## config.mk

```make
export PLATFORM = sky130hd
export DESIGN_NAME = bb_frontier_sched
export DESIGN_NICKNAME = d
export VERILOG_FILES = /design/src/rtl/bb_frontier_sched.sv
export SDC_FILE = /design/constraint.sdc
export NUM_CORES = 1
export LEC_CHECK = 0
export ABC_CLOCK_PERIOD_IN_PS = 2600
export BUFFER_PORTS_ARGS = -buffer_cell sky130_fd_sc_hd__buf_2
export CORE_ASPECT_RATIO = 1.25
export CORE_MARGIN = 1
export CORE_UTILIZATION = 47
export CTS_CLUSTER_DIAMETER = 100
export DETAILED_ROUTE_END_ITERATION = 10
export PLACE_DENSITY_LB_ADDON = 0.05
export SYNTH_ARGS = -nofsm -noshare
export SYNTH_HDL_FRONTEND = slang
export SYNTH_SLANG_ARGS = --single-unit
```

## constraint.sdc

```tcl
create_clock -name clk -period 2.6 [get_ports clk]
set_input_delay 0.52 -clock clk [delete_from_list [all_inputs] [get_ports clk]]
set_output_delay 0.52 -clock clk [all_outputs]
set_load 0.02 [all_outputs]
```

## src/rtl/bb_frontier_sched.sv

```systemverilog
// Thread-frontier scheduler: forwards CVU updates to the mask file (1 cycle) and issues the lowest pending row,
// 3 cycles from pending to issue_valid; issue holds stable under backpressure while updates keep being accepted.
module bb_frontier_sched #(
  parameter int BBS = 32,
  parameter int W   = 64
) (
  input  logic         clk,
  input  logic         rst,
  input  logic         upd_valid,
  input  logic [4:0]   upd_bb,
  input  logic [W-1:0] upd_mask,
  output logic         rf_write_en,
  output logic [4:0]   rf_write_reg,
  output logic [W-1:0] rf_write_data,
  output logic         rf_read_en,
  output logic [4:0]   rf_read_reg,
  input  logic [W-1:0] rf_read_data,
  output logic         issue_valid,
  input  logic         issue_ready,
  output logic [4:0]   issue_bb,
  output logic [W-1:0] issue_mask,
  output logic         done
);

  typedef enum logic [1:0] {SELECT, READ, WAIT, ISSUE} state_t;

  localparam logic [BBS-1:0] ONE = {{(BBS-1){1'b0}}, 1'b1};

  state_t         r_state;
  logic           r_wr_valid;
  logic [4:0]     r_wr_bb;
  logic [W-1:0]   r_wr_mask;
  logic [BBS-1:0] r_pending;
  logic [4:0]     r_sel_bb;
  logic [4:0]     r_issue_bb;
  logic [W-1:0]   r_issue_mask;

  logic           w_conflict;
  logic           w_read_en;
  logic [4:0]     w_lowest;
  logic [BBS-1:0] w_set;
  logic [BBS-1:0] w_clr;

  always_comb begin
    w_lowest = '0;
    for (int i = BBS - 1; i >= 0; i--) begin
      if (r_pending[i]) w_lowest = 5'(i);
    end
  end

  // Stalling the read while the same row is being OR-written keeps those threads from being cleared unseen.
  assign w_conflict = r_wr_valid && (r_wr_bb == r_sel_bb);
  assign w_read_en  = (r_state == READ) && !w_conflict;
  assign w_set      = r_wr_valid ? (ONE << r_wr_bb) : '0;
  assign w_clr      = w_read_en ? (ONE << r_sel_bb) : '0;

  always_ff @(posedge clk or negedge rst) begin
    if (!rst) begin
      r_wr_valid <= 1'b0;
      r_wr_bb    <= '0;
      r_wr_mask  <= '0;
    end else begin
      r_wr_valid <= upd_valid && (upd_mask != '0);
      r_wr_bb    <= upd_bb;
      r_wr_mask  <= upd_mask;
    end
  end

  // Row 0 comes out of reset holding all threads, so its pending bit starts set.
  always_ff @(posedge clk or negedge rst) begin
    if (!rst) r_pending <= ONE;
    else      r_pending <= (r_pending & ~w_clr) | w_set;
  end

  always_ff @(posedge clk or negedge rst) begin
    if (!rst) begin
      r_state      <= SELECT;
      r_sel_bb     <= '0;
      r_issue_bb   <= '0;
      r_issue_mask <= '0;
    end else begin
      case (r_state)
        SELECT: begin
          if (r_pending != '0) begin
            r_sel_bb <= w_lowest;
            r_state  <= READ;
          end
        end
        READ: begin
          if (w_read_en) r_state <= WAIT;
        end
        WAIT: begin
          r_issue_mask <= rf_read_data;
          r_issue_bb   <= r_sel_bb;
          r_state      <= ISSUE;
        end
        ISSUE: begin
          if (issue_ready) r_state <= SELECT;
        end
        default: r_state <= SELECT;
      endcase
    end
  end

  assign rf_write_en   = r_wr_valid;
  assign rf_write_reg  = r_wr_bb;
  assign rf_write_data = r_wr_mask;
  assign rf_read_en    = w_read_en;
  assign rf_read_reg   = r_sel_bb;
  assign issue_valid   = (r_state == ISSUE);
  assign issue_bb      = r_issue_bb;
  assign issue_mask    = r_issue_mask;
  assign done          = (r_state == SELECT) && (r_pending == '0) && !r_wr_valid;

endmodule

```

==> results of run 1 <==
==> kinds of logic (layout without fill, tap and decap cells) <==
| family | after synthesis | after routing | share of synthesized area |
|---|---|---|---|
| xor+xnor | 5 | 5 | 0.00664 |
| compound gates | 101 | 101 | 0.0914 |
| flops | 178 | 178 | 0.676 |
| fa+ha+maj | 4 | 4 | 0.00759 |
| mux | 72 | 72 | 0.123 |
| other cells | 0 | 1 | 0 |
| buf+inv | 28 | 348 | 0.0161 |
| simple gates | 93 | 93 | 0.0801 |
==> how the worst max path moves through the flow <==
stage | start | to | slack, ns | cells after the start
finish | r_pending[27] | done | -0.29 | 6
floorplan | r_pending[27] | done | 0.15 | 5
global placement | r_pending[28] | done | 0.08 | 6
global route | r_pending[29] | done | -0.36 | 6
CTS | r_pending[29] | done | -0.31 | 6
detailed placement | r_pending[29] | done | 0.08 | 6
==> area by class of cell <==
type	instances	area share
diodes	1	0.000277
multi-input cells	275	0.226
clock buffers	20	0.0517
flip-flops and latches	178	0.493
inverters	12	0.00499
clock inverters	12	0.0197
well taps	175	0.0242
repair buffers	304	0.179
==> power by group <==
part / switching, W / internal (W)
sequential: 0.000604 / 0.00368
clock: 0.00107 / 0.00169
combinational: 0.00232 / 0.00172
total: 0.00399 / 0.00709
==> placed cells by master (no fill, tap or decap), types with 2 or more instances in the layout <==
cell / Yosys / final
nand3_1: 6 / 6
a31oi_1: 3 / 3
nor2_1: 21 / 21
clkbuf_16: 0 / 17
xnor2_1: 5 / 5
a21oi_1: 8 / 8
clkinv_2: 0 / 3
clkinv_4: 0 / 2
o211ai_1: 3 / 3
or4_1: 4 / 2
mux2i_1: 2 / 2
buf_12: 0 / 3
nor4_1: 21 / 21
or4_4: 2 / 4
nand2_1: 10 / 10
clkbuf_8: 0 / 3
inv_6: 0 / 2
ha_1: 4 / 3
dfrtp_1: 177 / 177
nand2b_1: 5 / 5
o31ai_1: 11 / 11
o21ai_0: 60 / 60
nor3_1: 4 / 4
bufinv_16: 0 / 4
o2111ai_1: 4 / 4
mux2_2: 69 / 69
nand3b_1: 3 / 3
nor2b_1: 5 / 5
nand4_1: 6 / 6
inv_1: 12 / 12
o21ai_1: 2 / 2
o31a_1: 2 / 2
buf_2: 1 / 281
buf_4: 0 / 19
==> what timing repair did <==
item	in CTS	in global routing
endpoints found under the setup margin	1	1
resized for setup	3	0
buffers inserted	3	1
pin swaps	1	1
hold buffers	0	0
==> routing by layer <==
metal,global-route usage,up-vias
li1,-,2375
met1,0.307,2576
met2,0.478,280
met3,0.0904,37
met4,0.123,0
met5,0,-
==> through the flow <==
stage	instances	util	area (sq um)	power, W
floorplan	481	-	6600	0.00677
CTS	975	0.656	9020	0.0111
global route	976	0.656	9030	0.0117
global placement	940	0.607	8340	0.00819
detailed placement	940	0.607	8340	0.00834
finish	977	0.657	9030	0.0111
==> worst max-delay path, delay by kind of cell, from the launching register on <==
kind,cells,cell delay (ns)
AND/OR/NAND/NOR,5,1.40
flip-flops,1,0.39
buffers and inverters,1,0.15
==> reports/metrics.cfg, run 1 <==
[floorplan]
io_pins=284
die-area_sq_um=14500
die_h_um=134
die_w_um=108
initial_core_util=0.480
core_sq_um=13800
row_count=48

[route]
drc=0
wl_met3_um=1810
drtIter0Drc=229
highest_layer=met4
num_vias=5268
ant_nets=0
wl_per_cell_um=19.8
met2_wirelength_um=10300
vias_per_cell=5.39
drt_wl_total_um=19400
wl_met1_um=6730
drtPass1Iterations=5

[layout]
multi_input_area_sq_um=2040
drive_gt1_frac=0.519
final_nets=929
fillers=1078
area_growth_pct=36.9
seq_area_sq_um=4460

[global_route]
grt_usage=0.277
grt_pass1_vias=5387
antenna_found_initial=0
gr-total-overflow=0
grt_pass1_wl_um=29000
grt_max_degree=64

[hold_path]
holdCritPathClass=input pin to asynchronous set/reset pin

[synth]
synth_enable_flop_cells=0
async_flop_share=1.00
synth_top_area_share=0.672
synthCells=481
synth_top_area_cell=dfrtp_1
syn-cell-area_sq_um=6600
yosysUniqueCellTypes=43
avgSynthCellArea_sq_um=13.7
synth_area_leaders=dfrtp_1 67%, mux2_2 12%, o21ai_0 4.6%
syn_nets=622
yosysWarnings=0
ys_seq_elements=178
synth_flop_cell=dfrtp_1
seq_area_frac_synth=0.676
yosysMostFrequentCell=dfrtp_1
ys_top_cells_by_count=177 x dfrtp_1, 69 x mux2_2, 60 x o21ai_0, 21 x nor2_1, 21 x nor4_1

[cts]
cts_buffer_depth=2
path_clk_slew_ns=0.06
cts_tree=done
cts.sinks=178
cts_buffers=17
clk_latency_ns=0.43
cts_htree_levels=4
root_buffer=clkbuf_16

[timing]
clock_skew_ns=0.00924
whs_ns=0.0808
max_slew_margin=0.461
max_freq_mhz=346
rsz0062_at_grt=true
worstMarginPinSlew_ns=0.808
maxSlewViolCount=0
fin_crit_sh=1.11
final-hold-violation-count=0
setup_tns_ns=-0.289
period_needed_ns=2.89
setup_violations=1
fin_ws_ns=-0.289

[outcome]
status=complete, but fails checks
violations=negative setup slack

[power]
leakagePower_nw=4.27
vdd_drop_max_uv=726
power.density_nw_per_um2=1230

[setup_path]
worstSetupPathType=register to primary output
worstPathCellList=or4_4, or4_4, nor2_4, nand2_1, nor2_1, buf_4
crit_top_cell=or4_4
cp_slowest_cell=or4_4
rr_endpoint=rf_read_reg[0]
reg2reg_depth=6
cp.arrival_ns=2.37
cp-end-kind=primary output
crit-reg2reg-launch=r_pending[27]
required_ns=2.08
max_stage_delay_ns=0.58
critPathLaunchType=register
path_max_fanout=2
reg2reg_slack_ns=0.26

[placed_design]
io_buffer_count=283
place_congestion=0.914
place_ws_ns=0.0756
dp_hpwl_um=14900

[run]
maxCapViolations=0

(Power assumes the default switching activity.)
==> inputs of run 2 (changes only) <==
--- a/config.mk
+++ b/config.mk
@@ -5,11 +5,13 @@
 export SDC_FILE = /design/constraint.sdc
 export NUM_CORES = 1
 export LEC_CHECK = 0
-export ABC_CLOCK_PERIOD_IN_PS = 2600
+export ABC_CLOCK_PERIOD_IN_PS = 3500
 export BUFFER_PORTS_ARGS = -buffer_cell sky130_fd_sc_hd__buf_2
+export CELL_PAD_IN_SITES_DETAIL_PLACEMENT = 1
+export CELL_PAD_IN_SITES_GLOBAL_PLACEMENT = 1
 export CORE_ASPECT_RATIO = 1.25
 export CORE_MARGIN = 1
-export CORE_UTILIZATION = 47
+export CORE_UTILIZATION = 39
 export CTS_CLUSTER_DIAMETER = 100
 export DETAILED_ROUTE_END_ITERATION = 10
 export PLACE_DENSITY_LB_ADDON = 0.05
==> constraint.sdc (replaced) <==
create_clock -name clk -period 3.5 [get_ports clk]
set_input_delay 0.7 -clock clk [delete_from_list [all_inputs] [get_ports clk]]
set_output_delay 0.7 -clock clk [all_outputs]
set_load 0.02 [all_outputs]
==> reports/metrics.cfg, run 2 (synthesis results as in run 1) <==
[outcome]
status=complete, no violations

[placed_design]
io_buffer_count=283
place_ws_ns=0.736
dp_hpwl_um=16300
place_congestion=0.869

[route]
ant_nets=0
vias_per_cell=5.22
num_vias=5229
drt_wl_total_um=21600
drtPass1Iterations=4
drtIter0Drc=219
drc=0
wl_per_cell_um=21.5

[setup_path]
reg2reg_slack_ns=1.15
reg2reg_depth=5
critPathLaunchType=register
path_max_fanout=5
crit-reg2reg-launch=r_pending[28]
worstSetupPathType=register to primary output
required_ns=2.80
cp-end-kind=primary output
rr_endpoint=r_state[1]
cp.arrival_ns=2.50

[global_route]
grt_pass1_wl_um=33600
grt_usage=0.259
grt_pass1_vias=5917
grt_max_degree=140
antenna_found_initial=4
gr-total-overflow=0

[hold_path]
holdCritPathClass=input pin to asynchronous set/reset pin

[timing]
maxSlewViolCount=0
setup_violations=0
fin_ws_ns=0.302
rsz0062_at_grt=false
setup_tns_ns=0
max_slew_margin=0.336
period_needed_ns=3.20
max_freq_mhz=313
clock_skew_ns=0.0102
worstMarginPinSlew_ns=0.995
fin_crit_sh=0.914
final-hold-violation-count=0

[cts]
cts_buffers=17
hold_buffers=0
cts_repair_resize_count=0
cts_htree_levels=4
cts.sinks=178
cts_buffer_depth=2
clk_latency_ns=0.43
cts_tree=done
path_clk_slew_ns=0.07
root_buffer=clkbuf_16
cts_setup_buffers=0

[power]
leakagePower_nw=4.14
power.density_nw_per_um2=909
vdd_drop_max_uv=473

[floorplan]
initial_core_util=0.402
core_sq_um=16400
row_count=52
io_pins=284
die_h_um=147
die-area_sq_um=17400
die_w_um=118

[layout]
final_nets=911
drive_gt1_frac=0.504
final_common_cell=buf_2
final_cell_mix=282 x buf_2, 177 x dfrtp_1, 69 x mux2_2
fillers=1803
area_growth_pct=34.7

[run]
maxCapViolations=0

## run 2: changes by cell type in the layout (fill, tap and decap cells not counted), sizes merged
cell	previous run	this run
clkinvlp	1	4
buf	304	286
diode	1	3
clkinv	5	3
bufinv	4	3
clkbuf	20	19
## run 2: power breakdown
group          total (W)  internal (W)  leakage [nW]  switching (W)
Sequential       0.00326       0.00273          2.09       0.000529
Combinational    0.00286       0.00119          1.77        0.00166
Clock            0.00196       0.00114         0.282       0.000816
Total            0.00807       0.00507          4.14        0.00301
## run 2: metal layers
metal,vias up,wire length [um],track usage
met2,228,11500,0.463
met3,43,1870,0.0899
li1,2327,-,-
met5,-,21,0
met1,2627,7620,0.280
met4,4,597,0.0987
## run 2: through the flow
step	hold WS [ns]	std cells	total power [W]	area, sq um	utilization
after floorplan	0.404	481	0.00503	6600	-
after global placement	0.483	967	0.00602	8270	0.505
after detailed placement	0.491	967	0.00616	8270	0.505
after CTS	0.337	998	0.00814	8870	0.541
after global routing	0.355	999	0.00851	8880	0.541
final	0.321	1001	0.00807	8880	0.542
## run 2: how the worst max path moves through the flow
stage	start	endpoint	slack (ns)	depth (start not counted)
6_report	r_pending[28]	done	0.30	6
5_1_grt	r_pending[15]	done	0.17	6
3_3_place_gp	r_pending[28]	done	0.76	6
3_5_place_dp	r_pending[28]	done	0.74	6
2_1_floorplan	r_pending[27]	done	0.87	5
4_1_cts	r_pending[28]	done	0.27	6
## run 2: critical path, cell delays in order (launching register included)
cell and delay (ns):
dfrtp_1 0.42, or4_1 0.60, or4_4 0.59, nor2_4 0.11, nand2_1 0.06, nor2_1 0.12
buf_2 0.18
## run 2: area by class of cell
type	instances	area, sq um	area share
well taps	216	270	0.0304
multi-input cells	275	2050	0.230
clock inverters	12	156	0.0176
inverters	12	45.0	0.00507
flip-flops and latches	178	4460	0.502
diodes	3	7.51	0.000845
repair buffers	286	1460	0.164
clock buffers	19	443	0.0499
